<file path="src/rtl/lpffir_decim_axis_if.sv">
// AXI-Stream beat bundle used on both sides of the LPF FIR decimator.
// The master drives valid/data/last and the slave drives ready.
interface lpffir_decim_axis_if #(
    parameter int DW = 16
);
    logic          tvalid;
    logic          tready;
    logic [DW-1:0] tdata;
    logic          tlast;

    modport master (output tvalid, output tdata, output tlast, input tready);
    modport slave  (input tvalid, input tdata, input tlast, output tready);
endinterface

</file>
<file path="src/rtl/lpffir_decim_axis.sv">
// Decimate-by-DECIM AXI-Stream stage placed after the LPF FIR core.
// Keeps the first beat of every DECIM-beat group and every tlast beat, then
// queues kept beats in a 2-entry registered buffer so that tx outputs come
// straight from flops and rx_tready never depends on tx_tready.
module lpffir_decim_axis #(
    parameter int DW    = 16,
    parameter int DECIM = 4
) (
    input  logic                   aclk_i,
    input  logic                   aresetn_i,
    lpffir_decim_axis_if.slave     rx,
    lpffir_decim_axis_if.master    tx
);
    // Phase counter width; a DECIM of 1 still gets a 1-bit counter that stays at 0.
    localparam int            PW     = (DECIM > 1) ? $clog2(DECIM) : 1;
    localparam logic [PW-1:0] PH_MAX = PW'(DECIM - 1);

    typedef enum logic [1:0] {
        EMPTY = 2'd0,
        ONE   = 2'd1,
        FULL  = 2'd2
    } buf_state_t;

    buf_state_t    buf_state;
    logic [PW-1:0] ph;
    logic [DW-1:0] head_data;
    logic          head_last;
    logic [DW-1:0] tail_data;
    logic          tail_last;

    logic rx_fire;
    logic push;
    logic pop;

    // Ready and valid come only from the buffer state register.
    assign rx.tready = (buf_state != FULL);
    assign tx.tvalid = (buf_state != EMPTY);
    assign tx.tdata  = head_data;
    assign tx.tlast  = head_last;

    assign rx_fire = rx.tvalid && rx.tready;
    assign push    = rx_fire && ((ph == '0) || rx.tlast);
    assign pop     = tx.tvalid && tx.tready;

    // Phase counter: advances per accepted beat, restarts on frame end or wrap.
    // NOTE: state registers use non-blocking assignment so every flop samples
    // pre-edge values regardless of statement order.
    always_ff @(posedge aclk_i or negedge aresetn_i) begin
        if (!aresetn_i) begin
            ph <= '0;
        end else if (rx_fire) begin
            if (rx.tlast || (ph == PH_MAX)) begin
                ph <= '0;
            end else begin
                ph <= ph + 1'b1;
            end
        end
    end

    // Two-entry output buffer: head feeds tx directly, tail holds the overflow beat.
    // NOTE: the data slots are reset too, so tx_tdata/tx_tlast read 0 after
    // reset instead of stale contents.
    always_ff @(posedge aclk_i or negedge aresetn_i) begin
        if (!aresetn_i) begin
            buf_state <= EMPTY;
            head_data <= '0;
            head_last <= 1'b0;
            tail_data <= '0;
            tail_last <= 1'b0;
        end else begin
            case (buf_state)
                EMPTY: begin
                    if (push) begin
                        head_data <= rx.tdata;
                        head_last <= rx.tlast;
                        buf_state <= ONE;
                    end
                end
                ONE: begin
                    if (push && pop) begin
                        head_data <= rx.tdata;
                        head_last <= rx.tlast;
                    end else if (push) begin
                        tail_data <= rx.tdata;
                        tail_last <= rx.tlast;
                        buf_state <= FULL;
                    end else if (pop) begin
                        buf_state <= EMPTY;
                    end
                end
                FULL: begin
                    // rx is stalled here, so only a pop can happen.
                    if (pop) begin
                        head_data <= tail_data;
                        head_last <= tail_last;
                        buf_state <= ONE;
                    end
                end
                default: begin
                    buf_state <= EMPTY;
                end
            endcase
        end
    end
endmodule
</file>
<file path="src/flat_wrapper.sv">
// flat-port wrapper written by rule: the top's interface ports become plain ports
module lpffir_decim_axis_flat 
#(
    parameter int DW    = 16,
    parameter int DECIM = 4
)
  (aclk_i, aresetn_i, rx_tvalid, rx_tdata, rx_tlast, rx_tready, tx_tvalid, tx_tdata, tx_tlast, tx_tready);
  lpffir_decim_axis_if #(.DW(DW)) rx_i ();
  lpffir_decim_axis_if #(.DW(DW)) tx_i ();
  input  logic aclk_i;
  input  logic aresetn_i;
  input wire logic [$bits(rx_i.tvalid)-1:0] rx_tvalid;
  input wire logic [$bits(rx_i.tdata)-1:0] rx_tdata;
  input wire logic [$bits(rx_i.tlast)-1:0] rx_tlast;
  output wire logic [$bits(rx_i.tready)-1:0] rx_tready;
  output wire logic [$bits(tx_i.tvalid)-1:0] tx_tvalid;
  output wire logic [$bits(tx_i.tdata)-1:0] tx_tdata;
  output wire logic [$bits(tx_i.tlast)-1:0] tx_tlast;
  input wire logic [$bits(tx_i.tready)-1:0] tx_tready;
  assign rx_i.tvalid = rx_tvalid;
  assign rx_i.tdata = rx_tdata;
  assign rx_i.tlast = rx_tlast;
  assign rx_tready = rx_i.tready;
  assign tx_tvalid = tx_i.tvalid;
  assign tx_tdata = tx_i.tdata;
  assign tx_tlast = tx_i.tlast;
  assign tx_i.tready = tx_tready;
  lpffir_decim_axis #(.DW(DW), .DECIM(DECIM)) u_core (.aclk_i(aclk_i), .aresetn_i(aresetn_i), .rx(rx_i), .tx(tx_i));
endmodule
</file>
<file path="config.mk">
export PLATFORM = sky130hd
export DESIGN_NAME = lpffir_decim_axis_flat
export DESIGN_NICKNAME = d
export VERILOG_FILES = /design/src/rtl/lpffir_decim_axis_if.sv /design/src/rtl/lpffir_decim_axis.sv /design/src/flat_wrapper.sv
export SDC_FILE = /design/constraint.sdc
export NUM_CORES = 1
export LEC_CHECK = 0
export CAP_MARGIN = 15
export CORE_MARGIN = 4
export CORE_UTILIZATION = 62
export CTS_CLUSTER_SIZE = 25
export DETAILED_ROUTE_END_ITERATION = 10
export DONT_BUFFER_PORTS = 1
export PLACE_DENSITY = 0.84
export SLEW_MARGIN = 20
export SYNTH_ARGS = -nofsm -noshare
export SYNTH_HDL_FRONTEND = slang
export SYNTH_SLANG_ARGS = --single-unit
</file>
<file path="constraint.sdc">
create_clock -name aclk_i -period 2.3 [get_ports aclk_i]
set_clock_uncertainty 0.05 [all_clocks]
set_input_delay 0.345 -clock aclk_i [delete_from_list [all_inputs] [get_ports aclk_i]]
set_output_delay 0.345 -clock aclk_i [all_outputs]
set_load 0.1 [all_outputs]
</file>
**Yosys cells after proc, flatten, opt, wreduce, memory -nomap -nowiden**

Index checks and enable logic that the tools add are counted.

- Register bits: 38
- Output and inout port bits: 19

- $add $sub $neg: 1
- Eq/ne operators: 9
- Multiplexer cells: 15
- Bitwise operators: 1
- Reductions and logical operators: 13

Operators by type and width:

| kind | number |
|---|---|
| 2-to-1 mux 16 bit | 3 |
| case mux 16 bit (3 select lines) | 1 |
| 2-to-1 mux 2 bit | 6 |
| AND reduction 4 bit | 2 |
| != test 2 x 1 -> 1 bit (second input constant) | 3 |
| case mux 2 bit (3 select lines) | 1 |
| equality test 2 bit (second input constant) | 2 |
| logical AND 1 bit | 4 |
| zero test 2 bit | 2 |
| != test 2 bit (second input constant) | 2 |
| 2-to-1 mux 1 bit | 3 |
| != test 3 x 1 -> 1 bit (second input constant) | 1 |
| case mux 1 bit (3 select lines) | 1 |
| AND reduction 3 bit | 1 |
| nonzero test 3 bit | 1 |
| adder 2 x 1 -> 2 bit (second input constant) | 1 |
| equality test 2 x 1 -> 1 bit (second input constant) | 1 |
| logical OR 1 bit | 2 |
| nonzero test 2 bit | 1 |
| inverter 1 bit | 1 |

**Logic depth before layout (Yosys ltp)**

Gate-level depths: netlist of run 1.

- Depth in word-level cells: 6
- Gate-level depth with buffers: 7
- Mapped depth without buffers: 5

**Worst setup path before layout of run 1**

Ideal clock, no wire load.

- Path kind: register -> register
- Start point: reg u_core.buf_state[1]
- End point: reg u_core.ph[0]
- Library setup time: 0.125 ns
- Arrival: 2.051 ns
- Path slack: 0.075 ns
- Stages on the path, launching flop included: 8
- Buffers on the path: 3
- Path through: dfrtp_1 buf_4 and2b_2 buf_6 buf_6 inv_1 nand2_1 mux2_2

- Cells in the longest elaborated chain, start to end: 2

Ends and longest elaborated chain:

| what | line | source |
|---|---|---|
| from (decl) | lpffir_decim_axis.sv:24 | `buf_state_t buf_state;` |
| from (signal assigned) | lpffir_decim_axis.sv:65 | `buf_state <= EMPTY;` |
| from (signal assigned) | lpffir_decim_axis.sv:76 | `buf_state <= ONE;` |
| from (signal assigned) | lpffir_decim_axis.sv:86 | `buf_state <= FULL;` |
| != test 2 bit | lpffir_decim_axis.sv:36 | `assign rx.tready = (buf_state != FULL);` |
| via rx_tready | flat_wrapper.sv:15 | `output wire logic [$bits(rx_i.tready)-1:0] rx_tready;` |
| logical AND 1 bit | lpffir_decim_axis.sv:41 | `assign rx_fire = rx.tvalid && rx.tready;` |
| to (signal assigned) | lpffir_decim_axis.sv:55 | `ph <= ph + 1'b1;` |
| to (decl) | lpffir_decim_axis.sv:25 | `logic [PW-1:0] ph;` |

The timed path passes the listed nets, and every way through them passes these cells.
A chain may end at the register's enable or synchronous reset.

**Worst setup path in the final report of run 1**

- Start point: reg u_core.buf_state[1]
- End point: out rx_tready

- Cells in the longest elaborated chain, start to end: 1

Ends and longest elaborated chain:

| what | line |
|---|---|
| != test 2 bit | lpffir_decim_axis.sv:36 |
| to (decl) | flat_wrapper.sv:15 |

No other way between the ends.

==> results of run 1 <==
logic make-up (layout without fill, tap and decap cells):
logic type | count (synthesis) | after routing
mux | 54 | 54
flops | 38 | 38
simple gates | 10 | 10
buf+inv | 9 | 15
compound gates | 5 | 5
fa+ha+maj | 2 | 2
worst max path at each step:
stage | from | end | depth (start not counted)
final | u_core.buf_state[1]$_DFFE_PN0P_ | rx_tready | 3
after global routing | u_core.buf_state[1]$_DFFE_PN0P_ | rx_tready | 3
after CTS | u_core.buf_state[1]$_DFFE_PN0P_ | rx_tready | 3
after detailed placement | u_core.ph[0]$_DFFE_PN0P_ | u_core.tail_data[6]$_DFFE_PN0P_ | 6
after global placement | u_core.ph[0]$_DFFE_PN0P_ | u_core.tail_data[6]$_DFFE_PN0P_ | 6
after floorplan | u_core.buf_state[1]$_DFFE_PN0P_ | u_core.ph[0]$_DFFE_PN0P_ | 7
worst register-to-register path: stages, from the launching register on:
cell	delay [ns]
dfrtp_1	0.41
inv_1	0.07
ha_1	0.19
o21ai_4	0.08
or3b_1	0.54
buf_12	0.24
mux2_4	0.30
metal layers:
| metal | vias up | share of wire (%) | track usage, % |
|---|---|---|---|
| met3 | 4 | 7.3 | 7.75 |
| met5 | - | 0 | 0 |
| met2 | 29 | 52 | 26.0 |
| li1 | 430 | - | - |
| met4 | 0 | 1.5 | 7.59 |
| met1 | 459 | 39 | 20.1 |
through the flow:
stage	hold WS, ns	setup slack, ns	instance area (sq um)	std cells	util [%]
after floorplan	-0.000591	0.0746	1820	118	-
after global placement	0.000277	0.374	1820	146	65.5
after detailed placement	0.000548	0.298	1820	146	65.5
after CTS	0.0474	0.168	1900	155	68.3
after global routing	0.0326	0.0735	1900	155	68.3
final	0.0606	0.192	1900	155	68.3
final cells by class:
type,count,share of cell area [%]
tap,31,2.04
timing repair buffer,5,3.43
clock buffer,5,1.98
sequential,38,50.1
inverter,3,0.593
multi-input combinational,71,41.4
clock inverter,2,0.527
cells in the final DEF, fill, tap and decap left out, drive strengths merged, types with 2 or more instances in the layout:
master	netlist	routed
buf	6	4
clkbuf	0	5
clkinv	0	2
dfrtp	38	38
ha	2	2
inv	3	3
mux2	52	52
mux2i	2	2
nand2	3	3
o21ai	2	2
sequential cells by signal, summed over array words and instances (netlist names):
name              flops
u_core.buf_state      2
u_core.tx.tdata      16
u_core.ph             2
u_core.tail_data     16
u_core.tail_last      1
u_core.tx.tlast       1
==> results.cfg, run 1 <==
[status]
status = completed

[synth]
synthXorXnorAreaFrac_pct = 0
synth_top_family_by_area = multiplexers
yosys-top-cells-area = dfrtp_1 (52%), mux2_2 (27%), mux2_4 (7.4%)
synth_fp_nets = 141
synth_top_cells_by_count = mux2_2 (43), dfrtp_1 (38), mux2_4 (9)
yosysTopAreaCell = dfrtp_1
yosysMostFrequentCell = mux2_2
synth.distinct_cells = 22
yosys.area_share.simple_pct = 3.58
syn_avg_cell_area_sq_um = 15.4
synth_area_sq_um = 1820
yosys.area_share.adder_pct = 1.38
synth_compound_area_share_pct = 3.10
yosys_most_used_dff = dfrtp_1
synth-seq-area-share_pct = 52.3
yosys_warnings = 0
synth.area.mux_share_pct = 35.2
synth-seq-cells = 38
syn_inst = 118
synthDominantCellAreaShare_pct = 52.3
async_flop_share_pct = 100
synth-edff-count = 0

[worst_hold_path]
min_from = tx_tready
min_delay_path_depth = 1
min_path_type = input port to register
min_to = u_core.buf_state[1]$_DFFE_PN0P_

[floorplanning]
core_area_sq_um = 2780
dieArea_sq_um = 3860
io_pins = 40
start_util_pct = 65.3
die_y_um = 62.1
rows = 19
die_w_um = 62.1

[cts]
root_buffer = clkbuf_4
cts_resized = 0
clock_sinks = 38
clock_path_buffers = 2
ctsHtreeMaxLevel = 2
clk_latency_ns = 0.33
cts_setup_buffers = 0
clkTransAtPathRegs_ns = 0.10
numCtsBuffers = 5
holdBufCountCts = 2
cts_tree = built

[worst_setup_path]
crit_path_cell_trace = and2b_2 -> inv_1 -> buf_4
crit_family = flip-flops
r2r-end = u_core.tail_data[6]$_DFFE_PN0P_
criticalPathCategory = register to primary output
r2r-start = u_core.ph[0]$_DFFE_PN0P_
critPathBufInv = 2
critPathLaunchType = register
r2r_cells = 6
max_stage_delay_ns = 0.50
crit_fanout = 18
crit_path_top_delay_cell = dfrtp_1
cp.arrival_ns = 1.71
cp-end-kind = primary output
ff2ff_setup_slack_ns = 0.31
worstPathRequired_ns = 1.90

[cells_and_area]
final-seq-area_sq_um = 951
drive_gt1_share_pct = 54.8
multi_input_area_sq_um = 786
antennaDiodeCount = 0
fillers = 201
num-nets-final = 147
synthToLayoutAreaGrowth_pct = 4.55

[timing]
fmax_mhz = 474
hold_viol = 0
slew_headroom_pct = 37.4
fin_crit_sh_pct = 91.6
setup_tns_ns = 0
min_period_ns = 2.11
rsz0062_at_grt = no
final_max_slew_viol_count = 0
setup_viol = 0
tightest_slew_ns = 0.939

[grt]
grt_max_degree = 39
grt_pass1_vias = 1028
track_usage_pct = 16.9
antenna_found_initial = 0
grt_pass1_wl_mm = 5.17
grt_overflow = 0

[route]
vias = 922
ant_nets = 0
routedWlPerCell_um = 19.4
avgViaCountPerCell = 5.95
finalWirelength_mm = 3.01
drt_iter0_drc = 19
drc_errors = 0
dr.pass1.iters = 4

[run]
maxCapViolations = 0

[placed_design]
dpl.hpwl_mm = 2.16
portBuffers = 0
finalWeightedCongestion = 0.703
Power of run 1 is not shown: default switching activity piles up to over one toggle a cycle in this logic, so the estimate is an artifact.
==> run 2, diff against run 1 <==
- GPL_TIMING_DRIVEN: default -> 1
==> results of run 2 <==
Final layout, timing and power as in run 1 (identical DEF).
Power of run 2 is left out for the same reason.
